<file path="src/rtl/alu_status_tx.sv">
// UART-style serial transmitter for the ALU status byte {Zero, Carry, Sign, Error, Result[3:0]}.
// One-entry holding buffer behind a valid/ready handshake; registered, glitch-free tx/busy.
module alu_status_tx #(
  parameter int unsigned CLKS_PER_BIT = 16,
  parameter bit          PARITY_EN    = 1'b0,
  parameter int unsigned STOP_BITS    = 1
) (
  input  logic       clk,
  input  logic       rst_n,
  input  logic [7:0] in_data,
  input  logic       in_valid,
  output logic       in_ready,
  output logic       tx,
  output logic       busy,
  output logic [7:0] frame_count
);

  localparam int unsigned BAUD_W = (CLKS_PER_BIT > 1) ? $clog2(CLKS_PER_BIT) : 1;

  typedef enum logic [2:0] {IDLE, START, DATA, PARITY, STOP} state_e;

  state_e            state_q, state_d;
  logic [BAUD_W-1:0] baud_q, baud_d;
  logic [2:0]        bit_q, bit_d;
  logic [7:0]        data_q, data_d;
  logic [7:0]        buf_q, buf_d;
  logic              full_q, full_d;
  logic              tx_q, tx_d;
  logic              busy_q, busy_d;
  logic [7:0]        count_q, count_d;
  logic              baud_last;
  logic              load;

  assign baud_last = (baud_q == BAUD_W'(CLKS_PER_BIT - 1));

  // bit_q indexes data bits in DATA and stop bits in STOP.
  always_comb begin
    state_d = state_q;
    baud_d  = baud_q;
    bit_d   = bit_q;
    data_d  = data_q;
    buf_d   = buf_q;
    count_d = count_q;
    load    = 1'b0;

    case (state_q)
      IDLE: begin
        if (full_q) load = 1'b1;
      end
      START: begin
        if (baud_last) begin
          state_d = DATA;
          baud_d  = '0;
          bit_d   = 3'd0;
        end else begin
          baud_d = baud_q + BAUD_W'(1);
        end
      end
      DATA: begin
        if (baud_last) begin
          baud_d = '0;
          if (bit_q == 3'd7) begin
            state_d = PARITY_EN ? PARITY : STOP;
            bit_d   = 3'd0;
          end else begin
            bit_d = bit_q + 3'd1;
          end
        end else begin
          baud_d = baud_q + BAUD_W'(1);
        end
      end
      PARITY: begin
        if (baud_last) begin
          state_d = STOP;
          baud_d  = '0;
          bit_d   = 3'd0;
        end else begin
          baud_d = baud_q + BAUD_W'(1);
        end
      end
      STOP: begin
        if (baud_last) begin
          baud_d = '0;
          if (bit_q == 3'(STOP_BITS - 1)) begin
            count_d = count_q + 8'd1;
            if (full_q) load = 1'b1;
            else        state_d = IDLE;
          end else begin
            bit_d = bit_q + 3'd1;
          end
        end else begin
          baud_d = baud_q + BAUD_W'(1);
        end
      end
      default: state_d = IDLE;
    endcase

    if (load) begin
      state_d = START;
      data_d  = buf_q;
      baud_d  = '0;
      bit_d   = 3'd0;
    end

    // The load empties the buffer before a new accept can refill it.
    full_d = full_q & ~load;
    if (in_valid && !full_q) begin
      full_d = 1'b1;
      buf_d  = in_data;
    end

    case (state_d)
      START:   tx_d = 1'b0;
      DATA:    tx_d = data_d[bit_d];
      PARITY:  tx_d = ^data_d;
      default: tx_d = 1'b1;
    endcase
    busy_d = (state_d != IDLE);
  end

  always_ff @(posedge clk or negedge rst_n) begin
    if (!rst_n) begin
      state_q <= IDLE;
      baud_q  <= '0;
      bit_q   <= 3'd0;
      data_q  <= 8'd0;
      buf_q   <= 8'd0;
      full_q  <= 1'b0;
      tx_q    <= 1'b1;
      busy_q  <= 1'b0;
      count_q <= 8'd0;
    end else begin
      state_q <= state_d;
      baud_q  <= baud_d;
      bit_q   <= bit_d;
      data_q  <= data_d;
      buf_q   <= buf_d;
      full_q  <= full_d;
      tx_q    <= tx_d;
      busy_q  <= busy_d;
      count_q <= count_d;
    end
  end

  assign in_ready    = ~full_q;
  assign tx          = tx_q;
  assign busy        = busy_q;
  assign frame_count = count_q;

endmodule
</file>
<file path="config.mk">
export PLATFORM = sky130hd
export DESIGN_NAME = alu_status_tx
export DESIGN_NICKNAME = d
export VERILOG_FILES = /design/src/rtl/alu_status_tx.sv
export SDC_FILE = /design/constraint.sdc
export NUM_CORES = 1
export LEC_CHECK = 0
export CAP_MARGIN = 20
export CELL_PAD_IN_SITES_DETAIL_PLACEMENT = 0
export CELL_PAD_IN_SITES_GLOBAL_PLACEMENT = 1
export CORE_AREA = 5 5 76 71
export CTS_BUF_LIST = sky130_fd_sc_hd__clkbuf_8
export DETAILED_ROUTE_END_ITERATION = 10
export DIE_AREA = 0 0 81 76
export PLACE_DENSITY = 0.88
export RECOVER_POWER = 100
export SKIP_LAST_GASP = 1
export SLEW_MARGIN = 40
export SYNTH_ARGS = -nofsm -noshare
export SYNTH_HDL_FRONTEND = slang
export SYNTH_SLANG_ARGS = --single-unit
</file>
<file path="constraint.sdc">
create_clock -name clk -period 2.7 [get_ports clk]
set_clock_uncertainty 0.2 [all_clocks]
set_input_delay 0.54 -clock clk [delete_from_list [all_inputs] [get_ports clk]]
set_output_delay 0.54 -clock clk [all_outputs]
set_load 0.005 [all_outputs]
</file>
Word level (Yosys, flattened, before mapping)
Index checks and enable logic that the tools add are counted.
Cells by class
  divide/modulo/power cells: 0
  equality and inequality tests: 9
  mux-type cells: 28
  multipliers: 0
  $lt $le $gt $ge: 1
  shift operators: 0
  bitwise gates (word level): 3
  add/sub/neg operators: 3
  reductions and logical operators: 10
Operators with widths (count)
  3-bit 2-to-1 mux: 14
  3-bit case mux with 5 select lines: 1
  3-bit by 2-bit == test with 1-bit output (second input constant): 4
  4-bit 2-to-1 mux: 3
  3-bit case mux with 3 select lines: 1
  8-bit by 1-bit adder with 8-bit output (second input constant): 1
  8-bit 2-to-1 mux: 1
  8-bit XOR reduction: 1
  3-bit by 1-bit == test with 1-bit output (second input constant): 2
  3-bit == test (second input constant): 2
  3-bit zero test: 2
  1-bit 2-to-1 mux: 5
  4-bit by 1-bit adder with 4-bit output (second input constant): 1
  4-bit == test (second input constant): 1
  3-bit by 4-bit less-than comparator with 1-bit output (second input constant): 1
  4-bit OR reduction: 1
  3-bit by 1-bit adder with 3-bit output (second input constant): 1
  1-bit binary-select mux with 3-bit select: 1
  1-bit case mux with 3 select lines: 1
  3-bit AND reduction: 1
  3-bit nonzero test: 1
  1-bit NOT: 2
  1-bit case mux with 2 select lines: 1
  2-bit nonzero test: 1
  4 further kinds: 4
Word-level totals
  output and inout port bits: 11
  bits in registers: 37
  ROM bits: 0
  RAM bits: 0
  memories kept: 0
  logic and storage cells: 63
  bits in latches: 0

Logic depth before layout (Yosys ltp)
Gate-level depths: netlist of the first run.
  depth in word-level cells: 8
  depth in mapped cells: 10
  mapped depth without buffers: 10

Worst setup path after synthesis of the first run
No wires, ideal clock.
  path type: register to register
  start: reg baud_q[0]
  end: reg tx_q (netlist: tx)
  arrival time: 1999 ps
  required time: 2416 ps
  stages on the path, launching flop included: 9
  path buffers: 0
  setup time: 84 ps
  path slack: 418 ps
  path through: dfrtp_1 > ha_1 > and4_1 > a32o_2 > a31o_1 > or3b_1 > o211ai_2 > a21boi_1 > a311o_1
Between the ends
  word-level cells in the longest chain between the ends: 7
RTL lines
  start, declared: RTL line 23  | logic [BAUD_W-1:0] baud_q, baud_d;
  start signal, assigned: RTL line 134  | baud_q <= baud_d;
  4-bit == test (*): RTL line 34  | assign baud_last = (baud_q == BAUD_W'(CLKS_PER_BIT - 1));
  3-bit 2-to-1 mux, or another cell as far along: RTL line 82  | if (baud_last) begin
  3-bit case mux with 3 select lines / 1-bit case mux with 2 select lines (equally long branches): RTL line 46  | case (state_q)
  3-bit 2-to-1 mux / 8-bit 2-to-1 mux (equally long branches): RTL line 98  | if (load) begin
  1-bit binary-select mux with 3-bit select: RTL line 114  | DATA: tx_d = data_d[bit_d];
  1-bit 2-to-1 mux (not written as such): RTL line 114
  1-bit case mux with 3 select lines (*): RTL line 112  | case (state_d)
  via tx_d: RTL line 28  | logic tx_q, tx_d;
  end signal, assigned: RTL line 139  | tx_q <= tx_d;
  end, declared: RTL line 28
Mark *: on every way through the listed nets, which the timed path passes. The rest lies on a longest branch. The select of a mux whose other input is x is not followed.
A chain may end at the register's enable or synchronous reset.

Worst setup path in the final report of the first run
  start: reg baud_q[0]
  end: reg tx_q (netlist: tx)
Between the ends
  word-level cells in the longest chain between the ends: 7
RTL lines
  4-bit == test (*): RTL line 34
  3-bit 2-to-1 mux, or another cell as far along: RTL line 82
  3-bit case mux with 3 select lines / 1-bit case mux with 2 select lines (equally long branches): RTL line 46
  3-bit 2-to-1 mux (*): RTL line 98
  via bit_d[1]: RTL line 24  | logic [2:0] bit_q, bit_d;
  1-bit binary-select mux with 3-bit select (*): RTL line 114
  1-bit 2-to-1 mux (not written as such) (*): RTL line 114
  1-bit case mux with 3 select lines (*): RTL line 112
  via tx_d: RTL line 28
Marked as above.

==> run_results.csv, run 1 <==
group,metric,value,unit
place,dpl.hpwl,2760,um
status,violations,"max-capacitance violations, max-slew violations",
logic_synthesis,ys_warn_count,0,
route,wire_per_inst,13.2,um
route,final_antenna_net_count,0,
timing,drv_slew,38,
logic_synthesis,synth_fa_ha_area_frac,0.0309,
finish,regArea,927,um^2
power_and_ir_drop,power.density,1050,nW/um^2
status,status,"complete, but fails checks",
finish,drive_gt1_frac,0.168,
route,vias,1418,
floorplanning,ios,22,
clock_network,cts_buffer_depth,2,
logic_synthesis,synth_top_family_by_area,"simple AND/OR/NAND/NOR gates",
clock_network,worstSkewPairLatency,280,ps
floorplanning,start_util,0.437,
place,place_congestion,0.723,
clock_network,cts-root-buf,"clkbuf_8",
finish,instances_no_fill,279,
logic_synthesis,ys_types,49,
worst_setup_path,required,2710,ps
floorplanning,die_h,76,um
timing,hold_viol,0,
logic_synthesis,synth_largest_area_cell,"dfrtp_1",
finish,n_antenna_cell,0,
logic_synthesis,netlist_instances,182,
logic_synthesis,synth_compound_area_frac,0.101,
global_route,grt_pass1_wl,6560,um
worst_setup_path,arrival,2530,ps
floorplanning,row_count,24,
logic_synthesis,netlist.area_leader.share,0.446,
logic_synthesis,synth_xor_area_frac,0.104,
floorplanning,die-area,6160,um^2
floorplanning,core,4620,um^2
global_route,grt_max_degree,38,
timing,fin_crit_sh,0.932,
global_route,grtUsageTotal,0.137,
route,wl_met2,1740,um
timing,fmax,397,MHz
route,wl_met1,1780,um
global_route,antenna_found_initial,0,
worst_setup_path,startpoint_type,"flop",
worst_setup_path,r2r-start,"baud_q[0]",
global_route,grt_pass1_vias,1394,
logic_synthesis,syn_area,2020,um^2
clock_network,cts_max_level,2,
worst_setup_path,crit_fanout,7,
timing,timing.final.crit_period,2520,ps
logic_synthesis,synthSimpleGateAreaFrac,0.148,
logic_synthesis,synthTopCellsByArea,"dfrtp_1 (45%), mux2_2 (8.9%), xnor2_1 (8.7%)",
worst_setup_path,startpoint,"baud_q[0]",
logic_synthesis,ys_seq_elements,37,
route,viasPerCell,5.08,
finish,fin_nets,229,
logic_synthesis,synthMuxAreaShare,0.109,
logic_synthesis,ys_seq_area_frac,0.459,
clock_network,cts_tree,"built",
worst_setup_path,end_kind,"flop",
min_path,hp-class,"flop to flop",
timing,rsz0062_at_grt,"no",
worst_setup_path,criticalPathCategory,"flop to flop",
route,wirelength,3690,um
finish,multiInputGateArea,988,um^2
place,port_buffers,21,
timing,setup-tns-final,0,ps
worst_setup_path,r2r_cells,9,
clock_network,cts_buffers,5,
finish,num-fill-cells,428,
route,drcViolationCount,0,
timing,setup_viol,0,
worst_setup_path,reg2reg_to,"tx",
power_and_ir_drop,totalPowerFinal,2530,uW
timing,timing.slew.headroom,-0.283,
clock_network,clkSinkCount,37,
route,routed.top_layer,"met4",
global_route,grt-ovfl-total,0,
finish,area_growth,18.7,%
route,dr_wl_met3,121,um
job,cap_violations,1,
route,drt_first_pass_iters,4,
worst_setup_path,r2r_slack,180,ps
power_and_ir_drop,static-leakage-power,0.00103,uW
logic_synthesis,synth.net_count,198,
route,drtIter0Drc,101,
floorplanning,die_x,81,um
clock_network,clk_pin_slew,70,ps
power_and_ir_drop,ir_drop,602,uV
logic_synthesis,avgSynthCellArea,11.1,um^2
timing,worst_slew_pin_slew,1920,ps
place,dp_cells,268,
worst_setup_path,critical_path.endpoint,"tx",
==> Yosys cell counts (all sizes together) <==
master and number:
mux2i 4, a32oi 1, ha 5, o221ai 1
a221o 1, nor4b 1, a211oi 1, a41oi 1
nor3b 1, o211ai 1, mux2 16, a31o 2
nand2 13, and4b 1, clkbuf 3, dfstp 1
xnor2 20, nand4 5, nand4b 1, nor4 1
or3b 1, nor3 1, o32ai 1, o22ai 2
a311o 1, inv 8, o21ai 4, xor2 4
nor2b 1, clkinv 1, nand2b 3, dfrtp 36
and3 2, a21oi 7, a32o 1, or3 1
nand3 8, nor2 13, a21boi 1, and4 2
buf 4
==> stage by stage <==
stage / setup slack, ps / util / hold WS (ps) / cell area (um^2)
6_report: 183 / 0.519 / 266 / 2400
5_1_grt: 61.1 / 0.519 / 289 / 2400
4_1_cts: 62.0 / 0.519 / 169 / 2400
3_5_place_dp: 82.9 / 0.497 / 265 / 2300
3_3_place_gp: 173 / 0.497 / 257 / 2300
2_1_floorplan: 418 / - / 44.4 / 2020
==> report_power, final <==
group          total [uW]  internal, uW  switching [uW]
Clock                 420           231             190
Combinational        1170           624             541
Sequential            939           755             184
Total                2530          1610             915
==> how the worst min path moves through the flow <==
stage / from / endpoint / slack, ps / cells after the start
after global routing: frame_count[7] / frame_count[7] / 290 / 1
final: frame_count[7] / frame_count[7] / 270 / 1
after global placement: frame_count[7] / frame_count[7] / 260 / 1
after detailed placement: frame_count[7] / frame_count[7] / 270 / 1
after floorplan: rst_n / baud_q[0] / 40 / 0
after CTS: rst_n / frame_count[0] / 170 / 1
==> worst max-delay path, cell delays in order, from the launching register on <==
cell      delay [ps]
dfrtp_1          410
ha_1             270
and4_1           220
a32o_1           240
buf_4            160
buf_4            160
a41oi_2          270
a221o_1          160
a21boi_0          80
a311o_1          280
==> repair_timing <==
item	in CTS	in global routing
resized for setup	0	0
buffers inserted	0	3
hold buffers	0	0
setup endpoints to repair	0	1
==> routing by layer <==
layer,vias to the layer above,global-route usage
li1,713,-
met1,681,0.181
met2,18,0.211
met3,6,0.0414
met4,0,0.0490
met5,-,0
==> cell usage in the layout, fill, tap and decap left out, drive strengths merged, types with 5 or more instances in the layout <==
master and n:
a21oi 7, nand4 5, mux2 16, nor2 13, nand2 13, dfrtp 36, clkbuf 12, buf 6
dlygate4sd3 12, xnor2 20, ha 5, nand3 8, inv 8, clkdlybuf4s50 8
==> kinds of logic (layout without fill, tap and decap cells) <==
| family | Yosys count | in the layout |
|---|---|---|
| compound gates | 25 | 25 |
| buf+inv | 16 | 48 |
| mux | 20 | 20 |
| flops | 37 | 37 |
| simple gates | 55 | 55 |
| xor+xnor | 24 | 24 |
| fa+ha+maj | 5 | 5 |
==> cell type report <==
class                   instances  share of cell area
multi-input cells             129               0.412
flip-flops and latches         37               0.386
repair buffers                 31               0.112
clock buffers                   7              0.0401
well taps                      65              0.0339
inverters                       9              0.0146
clock inverters                 1             0.00208
==> sequential cells by signal, indices dropped and copies added, names as in the netlist <==
name and count:
busy 1, full_q 1, tx 1, data_q 8, state_q 3, frame_count 8
buf_q 8, baud_q 4, bit_q 3
(Power assumes the default switching activity.)
==> inputs of run 2 (changes only) <==
--- a/config.mk
+++ b/config.mk
@@ -12,6 +12,7 @@
 export CTS_BUF_LIST = sky130_fd_sc_hd__clkbuf_8
 export DETAILED_ROUTE_END_ITERATION = 10
 export DIE_AREA = 0 0 81 76
+export GPL_TIMING_DRIVEN = 0
 export PLACE_DENSITY = 0.88
 export RECOVER_POWER = 100
 export SKIP_LAST_GASP = 1
==> run 2 against run 1 <==
Compared with the run above: the run now ends clean; sequential power is 2% lower; highest routed layer unchanged; combinational power hardly changed; power is 2.0% lower; global-route usage is 0.52 points lower; maximum frequency is 0.13% lower; routed wire length hardly changed; die area stayed put; final cell count is 0.36% lower; critical path depth is 1 lower; via count is 1.1% lower.
==> run_results.csv, run 2 (synthesis gave the netlist of run 1 again) <==
group,metric,value,unit
power_and_ir_drop,power.internal,1570,uW
clock_network,cts_tree,"built",
worst_setup_path,required,2710,ps
worst_setup_path,crit_fanout,6,
finish,drive_gt1_frac,0.160,
floorplanning,die_x,81,um
finish,fin_nets,228,
worst_setup_path,end_kind,"flop",
timing,timing.final.crit_period,2520,ps
global_route,grtUsageTotal,0.132,
timing,fmax,397,MHz
route,drt_first_pass_iters,4,
power_and_ir_drop,power.density,1030,nW/um^2
job,cap_violations,0,
clock_network,worstSkewPairLatency,280,ps
floorplanning,die-area,6160,um^2
clock_network,clkSinkCount,37,
worst_setup_path,r2r_cells,8,
route,vias,1402,
place,placed_cell_area,2340,um^2
timing,rsz0062_at_grt,"no",
clock_network,cts_buffers,5,
place,port_buffers,21,
finish,num-fill-cells,431,
finish,final_cell_mix,"dfrtp_1 (36), xnor2_1 (20), nand2_1 (13), mux2_2 (13), dlygate4sd3_1 (13)",
worst_setup_path,startpoint,"bit_q[0]",
place,dpl.hpwl,2820,um
finish,n_antenna_cell,0,
power_and_ir_drop,static-leakage-power,0.00103,uW
finish,stdcell_area,2390,um^2
floorplanning,core,4620,um^2
power_and_ir_drop,ir_drop,619,uV
worst_setup_path,arrival,2530,ps
power_and_ir_drop,clockPowerShare,0.143,
status,status,"finished clean",
min_path,hp-class,"flop to flop",
place,place_congestion,0.823,
floorplanning,ios,22,
global_route,grt-ovfl-total,0,
min_path,holdPathEnd,"frame_count[7]",
finish,area_growth,18.3,%
timing,fin_crit_sh,0.933,
route,wire_per_inst,13.3,um
clock_network,cts_resized,0,
worst_setup_path,criticalPathCategory,"flop to flop",
power_and_ir_drop,power.share.combinational,0.485,
clock_network,cts_max_level,2,
route,drcViolationCount,0,
clock_network,cts_buffer_depth,2,
route,drtIter0Drc,53,
power_and_ir_drop,switchingPower,905,uW
place,dp_cells,269,
route,wirelength,3690,um
floorplanning,start_util,0.437,
finish,finalCoreUtilization,0.517,
timing,hold_viol,0,
route,final_antenna_net_count,0,
clock_network,clk_pin_slew,70,ps
route,viasPerCell,5.04,
worst_setup_path,r2r-start,"bit_q[0]",
global_route,grt_pass1_vias,1421,
timing,timing.slew.headroom,0.388,
timing,setup_viol,0,
global_route,antenna_found_initial,0,
worst_setup_path,reg2reg_to,"frame_count[7]",
global_route,grt_pass1_wl,6440,um
finish,multiInputGateArea,988,um^2
power_and_ir_drop,totalPowerFinal,2470,uW
finish,regArea,927,um^2
worst_setup_path,r2r_slack,180,ps
finish,layout_commonest_cell,"dfrtp_1",
timing,drv_slew,0,
min_path,hp-start,"frame_count[7]",
floorplanning,die_h,76,um
clock_network,cts-root-buf,"clkbuf_8",
floorplanning,row_count,24,
min_path,hold_depth,1,
global_route,grt_max_degree,22,
power_and_ir_drop,p_seq_frac,0.372,
finish,instances_no_fill,278,
power_and_ir_drop,power_switching_share,0.366,
worst_setup_path,startpoint_type,"flop",
timing,setup-tns-final,0,ps
timing,worst_slew_pin_slew,918,ps
-- run 2: changes by cell type in the layout (fill, tap and decap cells not counted), sizes merged --
cell,before,now
buf,6,4
clkbuf,12,10
clkinv,2,1
dlygate4sd3,12,13
inv,8,11
-- run 2: per-stage QoR --
stage               setup slack [ps]  hold slack [ps]
finish                           180              274
global route                    3.08              320
CTS                              160              281
detailed placement               174              266
global placement                72.2              260
floorplan                        418             44.4
-- run 2: final cells by class --
cell class,instances,area share
tap,65,0.0340
multi-input combinational,129,0.413
inverter,9,0.0147
timing repair buffer,23,0.0916
clock buffer,5,0.0288
buffer,7,0.0251
sequential,37,0.388
clock inverter,3,0.00471
-- run 2: how the worst max path moves through the flow --
stage	end	slack, ps	depth (start not counted)
2_1_floorplan	tx	420	8
3_3_place_gp	state_q[0]	70	1
3_5_place_dp	tx	170	9
4_1_cts	tx	160	9
5_1_grt	frame_count[7]	3	8
6_report	frame_count[7]	180	8
-- run 2: power by group through the flow --
| stage | Sequential [uW] | Clock [uW] | Combinational (uW) |
|---|---|---|---|
| after CTS | 922 | 369 | 1240 |
| after detailed placement | 933 | 0 | 1230 |
| after floorplan | 891 | 0 | 1000 |
| final | 921 | 354 | 1200 |
| after global routing | 946 | 396 | 1350 |
| after global placement | 926 | 0 | 1200 |
-- run 2: worst max-delay path, stage by stage (launching register included) --
cell and delay [ps]:
dfrtp_1 420, inv_1 130, ha_1 180, nand2b_1 140, nor4_2 620, and4_1 310, nand3_1 130, nor2_1 150
xor2_1 150
-- run 2: per-layer routing --
metal | share of wire | GRT usage | up-vias | routed length [um]
met5 | 0 | 0 | - | 0
met4 | 0.021 | 0.0625 | 0 | 78
met3 | 0.033 | 0.0307 | 7 | 121
met2 | 0.47 | 0.197 | 23 | 1740
met1 | 0.48 | 0.178 | 666 | 1760
li1 | - | - | 706 | -
-- run 2: repair_timing --
item / in CTS / in global routing
hold endpoints to repair: 16 / 0
setup buffers: 0 / 0
hold buffers: 1 / 0
==> inputs of run 3 (changes only) <==
--- a/config.mk
+++ b/config.mk
@@ -5,6 +5,7 @@
 export SDC_FILE = /design/constraint.sdc
 export NUM_CORES = 1
 export LEC_CHECK = 0
+export ABC_CLOCK_PERIOD_IN_PS = 2700
 export CAP_MARGIN = 20
 export CELL_PAD_IN_SITES_DETAIL_PLACEMENT = 0
 export CELL_PAD_IN_SITES_GLOBAL_PLACEMENT = 1
==> results of run 3 <==
Final layout, timing and power as in run 2 (identical DEF).
